### src/rtl/llander_thrust_ctrl.sv
// Thrust-lever sequencer for the Lunar Lander core: analog/D-pad source select,
// tick-rate D-pad ramp, glitch-free slew on source change, and a one-shot coin pulse.
module llander_thrust_ctrl #(
    parameter int TICK_DIV   = 98425,
    parameter int THRUST_MAX = 254,
    parameter int SLEW_STEP  = 8,
    parameter int COIN_PULSE = 250000
) (
    input  logic       clk_25,
    input  logic       RESET_L,
    input  logic       mode_dpad,
    input  logic [7:0] analog_y,
    input  logic       dpad_up,
    input  logic       dpad_down,
    input  logic       coin_btn,
    output logic [7:0] thrust,
    output logic       thrust_src,
    output logic       slewing,
    output logic       coin_l,
    output logic [1:0] thrust_state,
    output logic [1:0] coin_state
);
    localparam int TW = (TICK_DIV > 1) ? $clog2(TICK_DIV) : 1;
    localparam int CW = (COIN_PULSE > 1) ? $clog2(COIN_PULSE) : 1;
    localparam logic [7:0] TMAX = 8'(THRUST_MAX);
    localparam logic [7:0] STEP = 8'(SLEW_STEP);

    typedef enum logic [1:0] {
        SLEW         = 2'd0,
        TRACK_ANALOG = 2'd1,
        TRACK_DPAD   = 2'd2
    } thr_state_t;

    typedef enum logic [1:0] {
        C_IDLE  = 2'd0,
        C_PULSE = 2'd1,
        C_WAIT  = 2'd2
    } coin_state_t;

    // Reset asserts asynchronously and releases on the second clock edge.
    logic [1:0] rst_sync;
    logic       rst_n;

    always_ff @(posedge clk_25 or negedge RESET_L) begin
        if (!RESET_L) begin
            rst_sync <= 2'b00;
        end else begin
            rst_sync <= {rst_sync[0], 1'b1};
        end
    end

    assign rst_n = rst_sync[1];

    logic [TW-1:0] tick_cnt;
    logic          tick;

    assign tick = (tick_cnt == TW'(TICK_DIV - 1));

    always_ff @(posedge clk_25 or negedge rst_n) begin
        if (!rst_n) begin
            tick_cnt <= '0;
        end else if (tick) begin
            tick_cnt <= '0;
        end else begin
            tick_cnt <= tick_cnt + TW'(1);
        end
    end

    // Stick Y is inverted so full forward (-128) gives full thrust.
    logic [8:0] a_v;
    logic [7:0] a_tgt;

    assign a_v = 9'd127 - {analog_y[7], analog_y};

    always_ff @(posedge clk_25 or negedge rst_n) begin
        if (!rst_n) begin
            a_tgt <= 8'd0;
        end else if (a_v > {1'b0, TMAX}) begin
            a_tgt <= TMAX;
        end else begin
            a_tgt <= a_v[7:0];
        end
    end

    logic [7:0] dpad_acc;

    always_ff @(posedge clk_25 or negedge rst_n) begin
        if (!rst_n) begin
            dpad_acc <= 8'd0;
        end else if (tick && mode_dpad) begin
            if (dpad_up && !dpad_down && dpad_acc < TMAX) begin
                dpad_acc <= dpad_acc + 8'd1;
            end else if (dpad_down && !dpad_up && dpad_acc != 8'd0) begin
                dpad_acc <= dpad_acc - 8'd1;
            end
        end
    end

    logic [7:0] target;
    logic [7:0] slew_val;

    assign target = mode_dpad ? dpad_acc : a_tgt;

    always_comb begin
        slew_val = thrust;
        if (target > thrust) begin
            slew_val = ((target - thrust) > STEP) ? (thrust + STEP) : target;
        end else if (target < thrust) begin
            slew_val = ((thrust - target) > STEP) ? (thrust - STEP) : target;
        end
    end

    thr_state_t thr_q, thr_next;
    logic [7:0] thrust_next;
    logic       last_src;

    always_ff @(posedge clk_25 or negedge rst_n) begin
        if (!rst_n) begin
            thr_q    <= SLEW;
            thrust   <= 8'd0;
            last_src <= 1'b0;
        end else begin
            thr_q    <= thr_next;
            thrust   <= thrust_next;
            last_src <= thrust_src;
        end
    end

    // In SLEW the reported source stays at the last settled one.
    always_comb begin
        thr_next    = thr_q;
        thrust_next = thrust;
        slewing     = 1'b0;
        thrust_src  = last_src;
        case (thr_q)
            TRACK_ANALOG: begin
                thrust_next = a_tgt;
                thrust_src  = 1'b0;
                if (mode_dpad) begin
                    thr_next = SLEW;
                end
            end
            TRACK_DPAD: begin
                thrust_next = dpad_acc;
                thrust_src  = 1'b1;
                if (!mode_dpad) begin
                    thr_next = SLEW;
                end
            end
            default: begin
                slewing = 1'b1;
                if (thrust == target) begin
                    thr_next = mode_dpad ? TRACK_DPAD : TRACK_ANALOG;
                end else if (tick) begin
                    thrust_next = slew_val;
                end
            end
        endcase
    end

    assign thrust_state = thr_q;

    logic [1:0] btn_sync;
    logic       btn;

    always_ff @(posedge clk_25 or negedge rst_n) begin
        if (!rst_n) begin
            btn_sync <= 2'b00;
        end else begin
            btn_sync <= {btn_sync[0], coin_btn};
        end
    end

    assign btn = btn_sync[1];

    coin_state_t   coin_q, coin_next;
    logic [CW-1:0] coin_cnt, cnt_next;

    always_ff @(posedge clk_25 or negedge rst_n) begin
        if (!rst_n) begin
            coin_q   <= C_IDLE;
            coin_cnt <= '0;
        end else begin
            coin_q   <= coin_next;
            coin_cnt <= cnt_next;
        end
    end

    // Pulse width is fixed by the counter; C_WAIT blocks re-trigger until release.
    always_comb begin
        coin_next = coin_q;
        cnt_next  = coin_cnt;
        coin_l    = 1'b1;
        case (coin_q)
            C_IDLE: begin
                if (btn) begin
                    coin_next = C_PULSE;
                    cnt_next  = CW'(COIN_PULSE - 1);
                end
            end
            C_PULSE: begin
                coin_l = 1'b0;
                if (coin_cnt == '0) begin
                    coin_next = C_WAIT;
                end else begin
                    cnt_next = coin_cnt - CW'(1);
                end
            end
            C_WAIT: begin
                if (!btn) begin
                    coin_next = C_IDLE;
                end
            end
            default: begin
                coin_next = C_IDLE;
            end
        endcase
    end

    assign coin_state = coin_q;

endmodule

### config.mk
export PLATFORM = sky130hd
export DESIGN_NAME = llander_thrust_ctrl
export DESIGN_NICKNAME = d
export VERILOG_FILES = /design/src/rtl/llander_thrust_ctrl.sv
export SDC_FILE = /design/constraint.sdc
export NUM_CORES = 1
export LEC_CHECK = 0
export BUFFER_PORTS_ARGS = -buffer_cell sky130_fd_sc_hd__clkbuf_2
export CORE_AREA = 2 2 89 91
export CTS_CLUSTER_SIZE = 30
export DETAILED_ROUTE_END_ITERATION = 10
export DIE_AREA = 0 0 91 93
export GPL_TIMING_DRIVEN = 0
export PLACE_DENSITY = 0.78
export REMOVE_ABC_BUFFERS = 1
export SLEW_MARGIN = 10
export SYNTH_ARGS = -nofsm -noshare
export SYNTH_HDL_FRONTEND = slang
export SYNTH_SLANG_ARGS = --single-unit
### constraint.sdc
create_clock -name clk_25 -period 5 [get_ports clk_25]
set_input_delay 1 -clock clk_25 [delete_from_list [all_inputs] [get_ports clk_25]]
set_output_delay 1 -clock clk_25 [all_outputs]
set_load 0.005 [all_outputs]
==> reports/summary.txt <==
status -> completed
n_diodes -> 0
Placer Congestion -> 0.947
worst-margin pin slew -> 0.800 ns
initial detailed-routing violation count -> 247
Worst EP arrival -> 4.69 ns
Worst Skew -> 0.00668 ns
Leak -> 2.28 nW
Post-synth EDFFs -> 0
DP HPWL -> 7290 um
Via density -> 6.00
worst rel slew slack -> 46.3%
final core occ -> 65.4%
share of layout cells above drive strength 1 -> 11.7%
Root Driver -> clkbuf_8
total gr overflow -> 0
worst skew pair latency -> 0.34 ns
H-Tree Depth -> 3
vias in the first global route -> 3643
Post-Syn Area -> 4420 sq um
initial antenna violation count -> 0
final wirelength -> 9970 um
first-pass GRT wire length -> 16800 um
Core Area -> 7530 sq um
First-pass DRT Iterations -> 4
drc violations -> 0
TritonCTS clock tree -> done
min cycle time layout -> 4.45 ns
Cell Pwr Density -> 478 nW/um^2
fin nets -> 555
Post-Layout Inst Area -> 4920 sq um
crit start category -> primary input
post-CTS setup buffer count -> 0
Vias -> 3692
P&R area growth vs syn -> 11.3%
crit path capture type -> flop
CP max FO -> 19
Final ANT Viol Nets -> 0
RSZ-0062 raised after global routing -> no
Worst Hold Class -> reg2async
Worst Path Class, Setup -> in2reg
post-synthesis cell type count -> 63
Synth Register Bits -> 68
max_cap viols -> 0
Power Total -> 2.35 mW
largest net degree at the start of global routing -> 47
cell with the most instances after synthesis -> dfrtp_1
CTS clk-pin slew, worst paths -> 0.07 ns
Syn Area/Cell -> 9.19 sq um
PortBufs -> 28
post-synth top area cell -> dfrtp_1
Tcrit/Tclk final -> 88.9%
WP data required -> 5.24 ns
placement row count -> 32
sequential-to-total area share from yosys stat -> 38.5%
# setup viols final -> 0
area of the die -> 8460 sq um
Synth area leaders -> dfrtp_1 (39%), ha_1 (8.5%), nor2_1 (4.4%), xor2_1 (4.2%), xnor2_1 (3.4%)
Cell Area, Placed -> 4670 sq um
Routed WL per cell -> 16.2 um
I/O pin count -> 29
total CTS buffers -> 9
top post-synthesis cells by count -> dfrtp_1 (68), nor2_1 (52), inv_1 (37), nand2_1 (32), ha_1 (30)
Peak Freq -> 225 MHz
Synth Warn # -> 0
Die X -> 91 um
initial core utilization -> 58.7%
cell count after synthesis -> 481
clock tree buffer depth -> 2
die height -> 93 um
Clock Sinks -> 68
share of the synthesized area in the top cell type -> 38.5%
Non-Filler Instances -> 615
placed cell count -> 600
GRT Util Overall -> 25.1%
max-slew violations -> 0
Peak VDD IR -> 0.000318 V
Async S/R FF share, synth -> 100%
Main synth FF type -> dfrtp_1
final hold vios -> 0
fillcell total -> 640
==> state kept, by name (all words and copies together) (netlist names) <==
name	count
thrust_state	2
coin_state	2
coin_cnt	18
rst_sync	2
tick_cnt	17
last_src	1
a_tgt	8
dpad_acc	8
thrust	8
btn_sync	2
==> cell usage in the layout, fill, tap and decap left out, types with 7 or more instances in the layout <==
master and n:
a211oi_1 7, a21oi_1 26, a221oi_1 9, clkbuf_2 28, clkbuf_8 10, dfrtp_1 67, ha_1 30, inv_1 37
mux2i_1 11, nand2_1 32, nand3_1 24, nor2_1 52, nor3_1 8, nor4_1 8, o21ai_0 24, or3_1 9
xnor2_1 17, xor2_1 21
==> per-stage QoR <==
| stage | TNS (ns) | setup WS (ns) | hold slack [ns] |
|---|---|---|---|
| after floorplan | 0 | 1.24 | 0.331 |
| after detailed placement | -0.0789 | -0.0758 | 0.225 |
| after CTS | 0 | 0.278 | 0.224 |
| final | 0 | 0.555 | 0.216 |
| after global placement | -0.0644 | -0.0596 | 0.341 |
| after global routing | 0 | 0.248 | 0.243 |
==> final timing paths <==
kind | start | endpoint | slack (ns) | cells after the start
min | rst_sync[1] | btn_sync[0] | 0.22 | 0
max in group asynchronous | rst_sync[1] | coin_cnt[9] | 4.27 | 1
min reg2reg | rst_sync[1] | btn_sync[0] | 0.22 | 0
min in group clk_25 | btn_sync[0] | btn_sync[1] | 0.36 | 0
max reg2reg | dpad_acc[4] | thrust[5] | 1.14 | 10
max | mode_dpad | thrust[5] | 0.55 | 11
==> critical path: stages <==
cell      delay [ns]
clkbuf_2        0.30
mux2i_1         0.48
inv_1           0.10
ha_1            0.53
nand4_1         0.19
nor3_2          0.55
nor4b_1         0.19
o32ai_4         0.65
nor2_1          0.25
a21boi_0        0.18
a221oi_1        0.26
==> per-layer routing <==
metal | vias to the layer above | share of wire, % | global-route usage [%]
li1 | 1766 | - | -
met1 | 1803 | 42 | 29.7
met2 | 97 | 51 | 44.2
met3 | 26 | 3.7 | 5.08
met5 | - | 0 | 0
met4 | 0 | 2.9 | 11.5
==> timing repair <==
action | CTS | global route
endpoints found under the setup margin | 0 | 2
hold buffers | 0 | 0
resized for setup | 0 | 1
==> logic make-up (layout without fill, tap and decap cells) <==
family / after synthesis / count (layout) / synth area share, %
multiplexers: 17 / 17 / 4.02
AND/OR/NAND/NOR: 170 / 170 / 19.5
flip-flops: 68 / 68 / 38.5
other: 1 / 1 / 0.0849
adder cells (fa/ha/maj): 32 / 32 / 9.40
XOR/XNOR: 38 / 38 / 7.53
buffers and inverters: 49 / 81 / 4.25
AO/OA/AOI/OAI: 106 / 106 / 16.8
==> power breakdown <==
part           total [mW]  internal (mW)  leakage [nW]  switching, mW
registers           0.739          0.637         0.849          0.103
logic                1.07          0.435          1.31          0.630
clock network       0.547          0.342         0.116          0.204
total                2.35           1.41          2.28          0.937
==> cell type report <==
cell class	instances	area, sq um	area share, %
multi-input combinational	364	2540	51.7
sequential	68	1710	34.7
timing repair buffer	29	168	3.41
clock buffer	11	141	2.87
inverter	37	139	2.82
tap	102	128	2.59
clock inverter	4	97.6	1.98
Power figures use the tool's default switching activity.
